===== src/rtl/flash_pkg.sv =====
// Shared types and constants for the flash byte-stream reader.
package flash_pkg;

  localparam int ADR_W         = 24;
  localparam int RETRY_MAX_DEF = 255;
  localparam int RETRY_GAP_DEF = 16;

  localparam logic [7:0] CMD_READ      = 8'h03;
  localparam logic [7:0] CMD_FAST_READ = 8'h0B;

  typedef enum logic [2:0] {
    IDLE,
    REQ,
    GAP,
    EMIT,
    ERR
  } stream_state_e;

  // Flash byte order is big-endian within a word: index 0 is the first byte.
  function automatic logic [7:0] word_byte(input logic [31:0] word, input logic [1:0] idx);
    logic [7:0] sel;
    case (idx)
      2'd0:    sel = word[31:24];
      2'd1:    sel = word[23:16];
      2'd2:    sel = word[15:8];
      default: sel = word[7:0];
    endcase
    return sel;
  endfunction

endpackage


===== src/rtl/word_unpacker.sv =====
// Holds one fetched word and hands it downstream a byte at a time over valid/ready.
module word_unpacker
  import flash_pkg::*;
(
  input  logic        clk_i,
  input  logic        rst_ni,
  input  logic        load,
  input  logic        flush,
  input  logic [31:0] word,
  input  logic        ready,
  output logic [7:0]  data_byte,
  output logic        valid,
  output logic [1:0]  index,
  output logic        fire
);

  logic [31:0] buffer;

  assign fire      = valid && ready;
  assign data_byte = word_byte(buffer, index);

  // Flush wins over everything so an abort or stream end drops valid at once.
  always_ff @(posedge clk_i or negedge rst_ni) begin
    if (!rst_ni) begin
      buffer <= '0;
      index  <= '0;
      valid  <= 1'b0;
    end else if (flush) begin
      valid <= 1'b0;
    end else if (load) begin
      buffer <= word;
      index  <= 2'd0;
      valid  <= 1'b1;
    end else if (fire) begin
      index <= index + 2'd1;
      if (index == 2'd3) valid <= 1'b0;
    end
  end

endmodule


===== src/rtl/flash_stream.sv =====
// Streams a byte range out of flash: one word request at a time, retried with a gap on rty_i.
// RETRY_GAP is expected to be at least 1.
module flash_stream
  import flash_pkg::*;
#(
  parameter int RETRY_MAX = RETRY_MAX_DEF,
  parameter int RETRY_GAP = RETRY_GAP_DEF
) (
  input  logic              clk_i,
  input  logic              rst_ni,
  input  logic              start_i,
  input  logic [ADR_W-1:0]  base_adr_i,
  input  logic [ADR_W-1:0]  len_i,
  input  logic              abort_i,
  output logic [ADR_W-1:0]  adr_o,
  output logic              stb_o,
  output logic              we_o,
  input  logic [31:0]       dat_i,
  input  logic              ack_i,
  input  logic              rty_i,
  output logic [7:0]        byte_o,
  output logic              valid_o,
  input  logic              ready_i,
  output logic              busy_o,
  output logic              done_o,
  output logic              err_o
);

  localparam int RW = $clog2(RETRY_MAX + 2);
  localparam int GW = (RETRY_GAP > 1) ? $clog2(RETRY_GAP) : 1;
  localparam logic [GW-1:0] GAP_LAST = GW'(RETRY_GAP - 1);

  stream_state_e    state, state_next;
  logic [ADR_W-1:0] adr_q, remaining;
  logic [RW-1:0]    retry_cnt;
  logic [GW-1:0]    gap_cnt;
  logic             stb_q, done_q, err_q;
  logic             load, flush, fire;
  logic [1:0]       unp_idx;

  logic aborting, start_ok, took_ack, took_rty, retry_full, emit_fire, last_byte;

  // Terminations only count while the strobe is really out; abort beats them all.
  assign aborting   = abort_i && (state != IDLE);
  assign start_ok   = start_i && ((state == IDLE) || (state == ERR)) && !aborting;
  assign took_ack   = (state == REQ) && stb_q && ack_i && !aborting;
  assign took_rty   = (state == REQ) && stb_q && rty_i && !ack_i && !aborting;
  assign retry_full = retry_cnt >= RW'(RETRY_MAX);
  assign emit_fire  = (state == EMIT) && fire && !aborting;
  assign last_byte  = (remaining == 24'd1);

  always_ff @(posedge clk_i or negedge rst_ni) begin
    if (!rst_ni) state <= IDLE;
    else         state <= state_next;
  end

  always_comb begin
    state_next = state;
    if (aborting) begin
      state_next = IDLE;
    end else begin
      case (state)
        IDLE, ERR: if (start_ok) state_next = (len_i != '0) ? REQ : IDLE;
        REQ: begin
          if (took_ack)      state_next = EMIT;
          else if (took_rty) state_next = retry_full ? ERR : GAP;
        end
        GAP:  if (gap_cnt == GAP_LAST) state_next = REQ;
        EMIT: begin
          if (emit_fire) begin
            if (last_byte)              state_next = IDLE;
            else if (unp_idx == 2'd3)   state_next = REQ;
          end
        end
        default: state_next = IDLE;
      endcase
    end
  end

  always_comb begin
    busy_o = 1'b0;
    load   = took_ack;
    flush  = aborting || (emit_fire && last_byte);
    if ((state == REQ) || (state == GAP) || (state == EMIT)) busy_o = 1'b1;
  end

  // The strobe rises one cycle into REQ and falls as soon as REQ is left, which
  // guarantees a low cycle before every re-issue.
  always_ff @(posedge clk_i or negedge rst_ni) begin
    if (!rst_ni) begin
      stb_q     <= 1'b0;
      done_q    <= 1'b0;
      err_q     <= 1'b0;
      adr_q     <= '0;
      remaining <= '0;
      retry_cnt <= '0;
      gap_cnt   <= '0;
    end else begin
      stb_q   <= (state == REQ) && (state_next == REQ);
      done_q  <= (start_ok && (len_i == '0)) || (emit_fire && last_byte);
      gap_cnt <= (state == GAP) ? gap_cnt + 1'b1 : '0;

      if (start_ok)                    err_q <= 1'b0;
      else if (took_rty && retry_full) err_q <= 1'b1;

      if (start_ok || took_ack) retry_cnt <= '0;
      else if (took_rty)        retry_cnt <= retry_cnt + 1'b1;

      if (start_ok && (len_i != '0)) begin
        adr_q     <= base_adr_i & ~24'h3;
        remaining <= len_i;
      end else if (emit_fire) begin
        remaining <= remaining - 24'd1;
        if (!last_byte && (unp_idx == 2'd3)) adr_q <= adr_q + 24'd4;
      end
    end
  end

  assign adr_o = adr_q;
  assign stb_o = stb_q;
  assign we_o  = 1'b0;
  assign done_o = done_q;
  assign err_o  = err_q;

  word_unpacker u_unpacker (
    .clk_i     (clk_i),
    .rst_ni    (rst_ni),
    .load      (load),
    .flush     (flush),
    .word      (dat_i),
    .ready     (ready_i),
    .data_byte (byte_o),
    .valid     (valid_o),
    .index     (unp_idx),
    .fire      (fire)
  );

endmodule


===== config.mk =====
export PLATFORM = sky130hd
export DESIGN_NAME = flash_stream
export DESIGN_NICKNAME = d
export VERILOG_FILES = /design/src/rtl/flash_pkg.sv /design/src/rtl/word_unpacker.sv /design/src/rtl/flash_stream.sv
export SDC_FILE = /design/constraint.sdc
export NUM_CORES = 1
export LEC_CHECK = 0
export BUFFER_PORTS_ARGS = -buffer_cell sky130_fd_sc_hd__buf_2
export CAP_MARGIN = 5
export CELL_PAD_IN_SITES_DETAIL_PLACEMENT = 0
export CELL_PAD_IN_SITES_GLOBAL_PLACEMENT = 1
export CORE_MARGIN = 2
export CORE_UTILIZATION = 40
export DETAILED_ROUTE_END_ITERATION = 6
export PLACE_DENSITY = 0.83
export RECOVER_POWER = 50
export SLEW_MARGIN = 20
export SYNTH_ARGS = -nofsm -noshare
export SYNTH_HDL_FRONTEND = slang
export SYNTH_HIERARCHICAL = 1
export SYNTH_SLANG_ARGS = --single-unit

===== constraint.sdc =====
create_clock -name clk_i -period 3.6 [get_ports clk_i]
set_input_delay 0.36 -clock clk_i [delete_from_list [all_inputs] [get_ports clk_i]]
set_output_delay 0.36 -clock clk_i [all_outputs]
set_load 0.02 [all_outputs]

=== After elaboration in Yosys (flattened, before gate mapping) ===
Index checks and enable logic that the tools add are counted.

* Output and inout port bits: 38
* Bits in registers: 102
* Bits of input ports: 87

* Reductions and logical operators: 44
* Magnitude comparators: 1
* Add/subtract/negate cells: 5
* Eq/ne operators: 10
* Muxes and demuxes: 29
* Bitwise logic cells: 1

{| class="wikitable"
|+ Operators by type and width
! cell !! count
|-
| 24-bit two-way mux || 5
|-
| 3-bit two-way mux || 9
|-
| 24-bit by 3-bit adder with 24-bit output (second input constant) || 1
|-
| 24-bit by 1-bit equality test with 1-bit output (second input constant) || 1
|-
| 24-bit zero test || 1
|-
| 8-bit case mux with 3 select lines || 1
|-
| 24-bit nonzero test || 1
|-
| 24-bit by 1-bit subtractor with 24-bit output (second input constant) || 1
|-
| 1-bit logical AND || 18
|-
| 9-bit two-way mux || 2
|-
| 3-bit case mux with 4 select lines || 1
|-
| 2-bit nonzero test || 5
|-
| 9-bit by 1-bit adder with 9-bit output (second input constant) || 1
|-
| 9-bit by 8-bit >= comparator with 1-bit output (second input constant) || 1
|-
| 3-bit nonzero test || 3
|-
| 1-bit two-way mux || 8
|-
| 2-bit AND reduction || 4
|-
| 3-bit by 1-bit equality test with 1-bit output (second input constant) || 2
|-
| 3-bit by 2-bit equality test with 1-bit output (second input constant) || 2
|-
| 1-bit logical OR || 6
|-
| 4-bit by 1-bit adder with 4-bit output (second input constant) || 1
|-
| 2-bit equality test (second input constant) || 2
|-
| 4-bit equality test (second input constant) || 1
|-
| 2-bit two-way mux || 2
|-
| 9 further kinds || 11
|}

=== Longest topological paths before layout ===
Gate-level depths: netlist of run 1.

* Depth in word-level cells: 11
* Mapped depth: 11

=== Hierarchy ===
The synthesis of run 1 kept the hierarchy.

{| class="wikitable"
|+ By module, submodules not included
! module !! area an instance (um^2) !! cells an instance !! seq. area each (um^2) !! times used
|-
| flash_stream || 3851.2 || 430 || 1626.6 || 1
|-
| word_unpacker || 1590.3 || 125 || 875.8 || 1
|}

=== Least setup slack after synthesis of run 1 ===
No wires, ideal clock.

* Path type: register to register
* Start point: reg remaining[6]
* End point: reg u_unpacker.buffer[29]
* Buffers on the path: 3
* Path slack: 1.089 ns
* Period minus slack after synthesis: 2.511 ns
* Stages on the path, launching flop included: 10
* Library setup time: 0.125 ns
* Arrival time: 2.387 ns
* Path through: dfrtp_1 or4_1 buf_2 and4bb_2 clkbuf_1 nand3_1 nand2_1 nor2b_4 buf_4 mux2_2

* Longest elaborated chain between the ends: 5

{| class="wikitable"
|+ Ends and longest elaborated chain
! element !! line !! RTL
|-
| start: declaration || flash_stream.sv:34 || <nowiki>logic [ADR_W-1:0] adr_q, remaining;</nowiki>
|-
| start signal: assignment || flash_stream.sv:111 || <nowiki>remaining <= len_i;</nowiki>
|-
| start signal: assignment || flash_stream.sv:113 || <nowiki>remaining <= remaining - 24'd1;</nowiki>
|-
| 24-bit by 1-bit equality test with 1-bit output || flash_stream.sv:50 || <nowiki>assign last_byte = (remaining == 24'd1);</nowiki>
|-
| 1-bit logical AND || flash_stream.sv:83 || <nowiki>flush = aborting || (emit_fire && last_byte);</nowiki>
|-
| 1-bit logical OR || flash_stream.sv:83 ||
|-
| via flush || flash_stream.sv:38 || <nowiki>logic load, flush, fire;</nowiki>
|-
| 1-bit inverter (no source line) || -- ||
|-
| 2-bit AND reduction (no source line) || -- ||
|-
| end signal: assignment || word_unpacker.sv:31 || <nowiki>buffer <= word;</nowiki>
|-
| end: declaration || word_unpacker.sv:17 || <nowiki>logic [31:0] buffer;</nowiki>
|}

The timed path passes the listed nets, and every way through them passes these cells.
A chain may end at the register's enable or synchronous reset.

=== Final worst setup path of run 1 ===
* Start point: reg state[2]
* End point: reg u_unpacker.buffer[26]

* Elaborated cells on any way between the ends: 14
* Those cells by class: 2 x eq/ne; 1 x bitwise; 11 x reduce/logical

{| class="wikitable"
|+ RTL lines
! element !! line !! RTL
|-
| start: declaration || flash_stream.sv:33 || <nowiki>stream_state_e state, state_next;</nowiki>
|-
| start signal: assignment || flash_stream.sv:54 || <nowiki>else state <= state_next;</nowiki>
|-
| 3-bit by 1-bit equality test with 1-bit output or 3-bit nonzero test (tied branches) || flash_stream.sv:46, flash_stream.sv:44 ||
|-
| 1-bit logical AND (on tied branches) || flash_stream.sv:46, flash_stream.sv:44 ||
|-
| 1-bit logical AND or 1-bit zero test (tied branches) || flash_stream.sv:46 || <nowiki>assign took_ack = (state == REQ) && stb_q && ack_i && !aborting;</nowiki>
|-
| 1-bit logical AND * || flash_stream.sv:46 ||
|-
| via load || flash_stream.sv:38 ||
|-
| 2-bit AND reduction (no source line) * || -- ||
|}

The timed path passes the listed nets; every way through them passes the cells marked *.

==> impl_metrics.ini, run 1 <==
[run_status]
run_status = complete, but fails checks
failing_checks = capacitance limit, slew limit

[logic_synthesis]
mappedNetlistArea_um2 = 5440
share_of_async_settable_or_async_resettable_flops_after_synthesis_pct = 100
synth.top_cells.by_area = sky130_fd_sc_hd__dfrtp_1 (46%), sky130_fd_sc_hd__mux2_2 (5.2%), sky130_fd_sc_hd__xnor2_1 (4.7%)
synth_ff_type = sky130_fd_sc_hd__dfrtp_1
synthesis.area_per_instance_um2 = 9.80
synth_largest_type_area_fraction_pct = 46.0
ys_types = 61
synth.yosys.seq_area_share_pct = 46.0
synth-edff-count = 0
yosysTopAreaCell = sky130_fd_sc_hd__dfrtp_1
ys_seq_elements = 100
netlist_instances = 555
synthesis.yosys.warnings = 6

[placement]
gpl.final_weighted_congestion = 0.771
portBuffers = 119
detailed_place_hpwl_um = 9520

[route]
wire_per_inst_um = 16.0
count_of_nets_left_with_antenna_violations_after_detail_routing = 0
routed_wl_um = 13500
remaining_drc_errors = 0
detail_route.iter0.violations = 290
first_pass_iteration_count_of_the_detailed_router = 5
vias_per_cell = 5.54
vias = 4651

[finish]
antenna_fix_cells = 0
drive_gt1_share_pct = 25.3
area.growth.synth_to_final_pct = 19.0
finalNetCount = 755

[grt]
grt_pass1_wl_um = 22100
grt_max_degree = 84
overflow = 0
grtUsageTotal_pct = 19.0
via_count_of_the_first_global_routing_pass = 4546
grt_antenna_before_repair = 0

[critical_path]
cp_max_fo = 24
timing.critical_path.to_type = flip-flop
startpoint = state[2]$_DFF_PN0_
timing.critical_path.from_type = flip-flop
crit_type = reg -> reg
critPathArrivalTime_ns = 2.77
rr_startpoint = state[2]$_DFF_PN0_
worst-endpoint-required_ns = 3.84

[cts]
postCtsHoldBufs = 0
post_cts_resized = 0
post_cts_buffers = 0
cts.path.max_buffers = 2
h-tree-depth = 3
ctsRootBufferMaster = sky130_fd_sc_hd__clkbuf_16
tritoncts.num_buffers = 9
clk_transition_reported_paths_ns = 0.07
cts_num_sinks = 100
clock_latency_ns = 0.35
tritoncts_clock_tree = built

[floorplanning]
floorplan.initialDensity_pct = 41.1
core_area_um2 = 13200
die_y_um = 121
core.rowCount = 42
die_area_um2 = 14600
floorplan.die.width_um = 121
total_i_o_pin_count = 125

[pwr]
power_density_nw_per_um2 = 737
ir_worst_vdd_v = 0.000319
total_power_w = 0.00477
leakagePower_nw = 2.76

[sta]
setup_repair_after_global_routing_missed_its_margin = no
finalSetupTns_ns = 0
worst_clock_skew_ns = 0.00817
hold_violations = 0
timing.slew.headroom_pct = -38.6
worst-slew-pin-transition_ns = 2.08
maxSlewViolCount = 84
timing.final.setup_violations = 0
layout_min_cycle_time_ns = 2.54
fmax_mhz = 394
hold_slack_ns = 0.209
period_share_pct = 70.5

[worst_hold_path]
worstHoldStart = base_adr_i[19]
timing.hold.worst.class = in -> reg

[run]
drv.max_cap_violation_count = 1
## final cells by class
type / instances / area [um^2]
fill: 1281 / 6770
timing repair buffer: 126 / 641
tap: 176 / 220
clock buffer: 10 / 229
multi-input combinational: 401 / 2700
inverter: 20 / 75.1
clock inverter: 6 / 113
sequential: 100 / 2500
## per-layer routing
layer  part of all wire, %  track usage (%)  up-vias  routed length, um
met1                    46             25.8     2264               6220
met3                   5.5             4.29       10                740
li1                      -                -     2244                  -
met2                    47             30.8      133               6360
met4                  0.99             5.09        0                133
met5                     0                0        -                  0
## where the power goes
group,internal [W],total [W],switching [W]
Combinational,0.000705,0.00170,0.000994
Sequential,0.00155,0.00196,0.000408
Clock,0.000681,0.00112,0.000434
## registers in the layout, summed over array words and instances (netlist names)
register,count
u_unpacker/buffer,32
remaining,24
adr_o,22
retry_cnt,9
gap_cnt,4
state,3
u_unpacker/index,2
done_o,1
err_o,1
stb_o,1
u_unpacker/valid,1
## logic make-up after synthesis
group,count (synthesis),synth area share (%)
AOI/OAI and AO/OA,120,15.2
xor gates and xnor gates,33,5.31
adders and majority gates,10,2.30
buffers and inverters,56,4.74
DFF,100,46.0
muxes,36,7.20
other,1,0.0689
and+or+nand+nor,199,19.2
## through the flow
stage	std cells	setup WS (ns)	cell area, um^2	utilization, %
floorplan	557	1.09	5450	-
global placement	823	1.10	6150	46.4
detailed placement	823	1.06	6150	46.4
CTS	839	1.04	6490	49.0
global route	839	0.731	6480	48.9
finish	839	1.06	6480	48.9
## path summary, 6_finish.rpt
| check | end | cells past startpoint | slack [ns] |
|---|---|---|---|
| min in group asynchronous | retry_cnt[5]$_DFFE_PN0P_ | 1 | 0.60 |
| max in group asynchronous | remaining[17]$_DFFE_PN0P_ | 2 | 1.28 |
| worst max-delay path | u_unpacker/buffer[26]$_DFFE_PN0P_ | 7 | 1.06 |
| worst min-delay path | adr_o[19]$_DFFE_PN0P_ | 3 | 0.21 |
| worst min register to register | gap_cnt[0]$_DFF_PN0_ | 1 | 0.49 |
| worst max register to register | u_unpacker/buffer[26]$_DFFE_PN0P_ | 7 | 1.06 |
## cells in the mapped netlist (4+ instances only)
library cell,number
sky130_fd_sc_hd__o311ai_0,6
sky130_fd_sc_hd__mux2_2,25
sky130_fd_sc_hd__buf_2,8
sky130_fd_sc_hd__buf_4,4
sky130_fd_sc_hd__a21oi_1,21
sky130_fd_sc_hd__o21ai_0,38
sky130_fd_sc_hd__mux2i_1,11
sky130_fd_sc_hd__a211oi_1,6
sky130_fd_sc_hd__a222oi_1,8
sky130_fd_sc_hd__a2111oi_0,12
sky130_fd_sc_hd__nor3_1,14
sky130_fd_sc_hd__and3_1,5
sky130_fd_sc_hd__and4_1,5
sky130_fd_sc_hd__nand2_1,64
sky130_fd_sc_hd__xor2_1,4
sky130_fd_sc_hd__nor2_1,33
sky130_fd_sc_hd__nor4_1,13
sky130_fd_sc_hd__dfrtp_1,100
sky130_fd_sc_hd__inv_1,20
sky130_fd_sc_hd__nand4_1,10
sky130_fd_sc_hd__nand3_1,25
sky130_fd_sc_hd__a221o_1,8
sky130_fd_sc_hd__ha_1,10
sky130_fd_sc_hd__xnor2_1,29
sky130_fd_sc_hd__clkbuf_1,20
## cells in the final DEF, fill, tap and decap left out, types with 3 or more instances in the layout
cell	netlist	layout
sky130_fd_sc_hd__a2111oi_0	12	12
sky130_fd_sc_hd__a211oi_1	6	6
sky130_fd_sc_hd__a21oi_1	21	21
sky130_fd_sc_hd__a221o_1	8	8
sky130_fd_sc_hd__a222oi_1	8	8
sky130_fd_sc_hd__and3_1	5	5
sky130_fd_sc_hd__and4_1	5	5
sky130_fd_sc_hd__buf_2	8	105
sky130_fd_sc_hd__buf_4	4	5
sky130_fd_sc_hd__bufinv_16	0	3
sky130_fd_sc_hd__clkbuf_1	20	15
sky130_fd_sc_hd__clkbuf_16	0	9
sky130_fd_sc_hd__conb_1	1	3
sky130_fd_sc_hd__dfrtp_1	100	100
sky130_fd_sc_hd__ha_1	10	10
sky130_fd_sc_hd__inv_1	20	20
sky130_fd_sc_hd__mux2_2	25	25
sky130_fd_sc_hd__mux2i_1	11	11
sky130_fd_sc_hd__nand2_1	64	64
sky130_fd_sc_hd__nand3_1	25	25
sky130_fd_sc_hd__nand4_1	10	10
sky130_fd_sc_hd__nor2_1	33	33
sky130_fd_sc_hd__nor3_1	14	14
sky130_fd_sc_hd__nor4_1	13	13
sky130_fd_sc_hd__o211ai_1	3	3
sky130_fd_sc_hd__o21ai_0	38	37
sky130_fd_sc_hd__o311ai_0	6	6
sky130_fd_sc_hd__o31ai_1	3	3
sky130_fd_sc_hd__or2_2	3	3
sky130_fd_sc_hd__or3_1	3	3
sky130_fd_sc_hd__or4_1	3	3
sky130_fd_sc_hd__xnor2_1	29	29
sky130_fd_sc_hd__xor2_1	4	4
## critical path, stage by stage (launching register included)
cell and delay [ns]:
sky130_fd_sc_hd__dfrtp_1 0.50, sky130_fd_sc_hd__nor4b_1 0.35, sky130_fd_sc_hd__buf_4 0.19, sky130_fd_sc_hd__nand3_1 0.15, sky130_fd_sc_hd__inv_1 0.20, sky130_fd_sc_hd__nor2b_4 0.46, sky130_fd_sc_hd__buf_12 0.22, sky130_fd_sc_hd__mux2_2 0.35
(Power assumes the default switching activity.)
==> run 2, diff against run 1 <==
Settings changed: ABC_AREA from default to 1, CORE_UTILIZATION 40 to 36, PLACE_DENSITY 0.83 to 0.82.
Clock period 3.6 ns to 2 ns, I/O delays scaled along.
==> impl_metrics.ini, run 2 <==
[run_status]
run_status = completed

[floorplanning]
total_i_o_pin_count = 125
floorplan.die.width_um = 134
floorplan.initialDensity_pct = 36.9
core_area_um2 = 16600
die_area_um2 = 18100
core.rowCount = 47
die_y_um = 134

[route]
detail_route.iter0.violations = 343
vias_per_cell = 4.78
remaining_drc_errors = 0
wire_per_inst_um = 13.7
first_pass_iteration_count_of_the_detailed_router = 4
routed_wl_um = 16500
vias = 5769
count_of_nets_left_with_antenna_violations_after_detail_routing = 0

[critical_path]
critPathArrivalTime_ns = 1.70
endpoint = byte_o[3]
cp_max_fo = 8
critical_path.reg2reg.endpoint = u_unpacker/buffer[8]$_DFFE_PN0P_
rr_startpoint = remaining[1]$_DFFE_PN0P_
crit_type = reg -> out
startpoint = u_unpacker/index[0]$_DFFE_PN0P_
timing.critical_path.to_type = output pin
r2r.worst_path.cells = 12
worst-endpoint-required_ns = 1.80
regToRegSetupSlack_ns = 0.15
timing.critical_path.from_type = flip-flop

[cts]
tritoncts.num_buffers = 9
h-tree-depth = 3
cts.path.max_buffers = 2
clk_transition_reported_paths_ns = 0.08
post_cts_buffers = 0
clock_latency_ns = 0.35
ctsRootBufferMaster = sky130_fd_sc_hd__clkbuf_16
cts_num_sinks = 100
tritoncts_clock_tree = built

[logic_synthesis]
synthesis.yosys.warnings = 6
yosysTopAreaCell = sky130_fd_sc_hd__dfrtp_1
mux_contribution_to_synthesized_area_pct = 0
commonest_cells_in_the_netlist = sky130_fd_sc_hd__nand2_1 (290), sky130_fd_sc_hd__nor2_1 (130), sky130_fd_sc_hd__dfrtp_1 (100), sky130_fd_sc_hd__nand3_1 (82), sky130_fd_sc_hd__inv_1 (63)
synth.top_cells.by_area = sky130_fd_sc_hd__dfrtp_1 (41%), sky130_fd_sc_hd__nand2_1 (18%), sky130_fd_sc_hd__nor2_1 (8.0%)
synthXorXnorAreaFrac_pct = 3.43
dominant_combinational_cell_family_by_area_after_synthesis = simple AND/OR/NAND/NOR gates
synth-edff-count = 0
netlist_instances = 859
synth_ff_type = sky130_fd_sc_hd__dfrtp_1
synth_largest_type_area_fraction_pct = 40.8
ys_types = 36
synth_compound_gate_area_share_pct = 7.33
share_of_async_settable_or_async_resettable_flops_after_synthesis_pct = 100
synth_adder_area_share_pct = 2.04
synth_most_common_cell = sky130_fd_sc_hd__nand2_1
synthesis.area_per_instance_um2 = 7.13
synth.yosys.seq_area_share_pct = 40.8
post_synth_and_or_nand_nor_area_fraction_pct = 37.7
ys_seq_elements = 100
mappedNetlistArea_um2 = 6130

[sta]
timing.final.setup_violations = 0
period_share_pct = 94.9
layout_min_cycle_time_ns = 1.90
worst-slew-pin-transition_ns = 0.858
setup_repair_after_global_routing_missed_its_margin = yes
fmax_mhz = 527
hold_violations = 0
maxSlewViolCount = 0
final_critical_path_setup_slack_ns = 0.101
worst_clock_skew_ns = 0.00687
timing.slew.headroom_pct = 42.8
finalSetupTns_ns = 0

[finish]
most_used_cells_in_the_layout_excluding_fill_and_tap_cells = sky130_fd_sc_hd__nand2_1 (290), sky130_fd_sc_hd__nor2_1 (128), sky130_fd_sc_hd__buf_2 (114), sky130_fd_sc_hd__dfrtp_1 (99), sky130_fd_sc_hd__nand3_1 (82)
area.growth.synth_to_final_pct = 19.3
regMostFlops = u_unpacker/buffer
drive_gt1_share_pct = 18.8
antenna_fix_cells = 0
largest_register_ffs = 32
finalNetCount = 1079
filler_cell_count = 1783
layout.cells.most_common = sky130_fd_sc_hd__nand2_1

[grt]
met1_usage_pct = 26.6
grt_util_met2_pct = 29.5
grt_util_met3_pct = 2.76
grt_most_used_layer = met2
overflow = 0
via_count_of_the_first_global_routing_pass = 5517
grt_antenna_before_repair = 0
grt_max_degree = 41
grtUsageTotal_pct = 18.7
grt_pass1_wl_um = 27000

[placement]
gpl.final_weighted_congestion = 0.830
pre_cts_slack_ns = 0.126
portBuffers = 119
detailed_place_hpwl_um = 12100

[run]
drv.max_cap_violation_count = 0

[worst_hold_path]
timing.hold.worst.class = in -> reg

[pwr]
total_power_w = 0.0101
power_density_nw_per_um2 = 1390
leakagePower_nw = 3.69
ir_worst_vdd_v = 0.000707
run 2: kinds of logic after synthesis:
family / count (synthesis)
other cells: 1
xor+xnor: 24
fa+ha+maj: 10
buf+inv: 104
flops: 100
compound gates: 74
simple gates: 546
run 2: worst min path at each step:
stage | from | to | slack [ns] | depth (start not counted)
finish | dat_i[23] | u_unpacker/buffer[23]$_DFFE_PN0P_ | 0.07 | 3
global route | dat_i[15] | u_unpacker/buffer[15]$_DFFE_PN0P_ | 0.07 | 3
CTS | dat_i[23] | u_unpacker/buffer[23]$_DFFE_PN0P_ | 0.06 | 3
detailed placement | rst_ni | remaining[19]$_DFFE_PN0P_ | 0.20 | 1
global placement | rst_ni | remaining[19]$_DFFE_PN0P_ | 0.19 | 1
floorplan | rst_ni | adr_o[10]$_DFFE_PN0P_ | -0.1 | 0
run 2: repair_timing:
action | 4_1_cts | 5_1_grt
endpoints found under the hold margin | 29 | 0
hold buffers | 1 | 0
gates resized for setup | 0 | 9
setup endpoints to repair | 0 | 27
run 2: power by group:
group	leakage, nW	internal [W]	switching, W
combinational	2.27	0.00169	0.00297
clock	0.147	0.000992	0.000850
sequential	1.27	0.00286	0.000770
total	3.69	0.00555	0.00459
run 2: per-stage QoR:
| stage | instances | hold WS [ns] | util (%) | instance area, um^2 |
|---|---|---|---|---|
| finish | 1207 | 0.0722 | 44.1 | 7310 |
| global placement | 1189 | 0.193 | 42.1 | 6980 |
| floorplan | 861 | -0.0956 | - | 6130 |
| global route | 1207 | 0.0660 | 44.1 | 7310 |
| CTS | 1206 | 0.0626 | 44.0 | 7290 |
| detailed placement | 1189 | 0.195 | 42.1 | 6980 |
run 2: worst max-delay path, stage by stage (launching register included):
cell                      delay (ns)
sky130_fd_sc_hd__dfrtp_2        0.45
sky130_fd_sc_hd__inv_1          0.10
sky130_fd_sc_hd__ha_2           0.29
sky130_fd_sc_hd__nand2_1        0.07
sky130_fd_sc_hd__nand2_1        0.11
sky130_fd_sc_hd__nor2_1         0.07
sky130_fd_sc_hd__nor2_1         0.09
sky130_fd_sc_hd__buf_2          0.17
run 2: routing by layer:
metal	vias up	wire length (um)
met3	12	691
met5	-	0
met2	116	7530
met1	2660	8130
li1	2981	-
met4	0	177
run 2: final cells by class:
type                    count  area [um^2]  area share, %
flip-flops and latches    100         2500           34.3
clock inverters             7         81.3           1.11
well taps                 220          275           3.77
clock buffers               9          225           3.08
inverters                  72          285           3.90
repair buffers            141          796           10.9
multi-input cells         658         3140           43.0
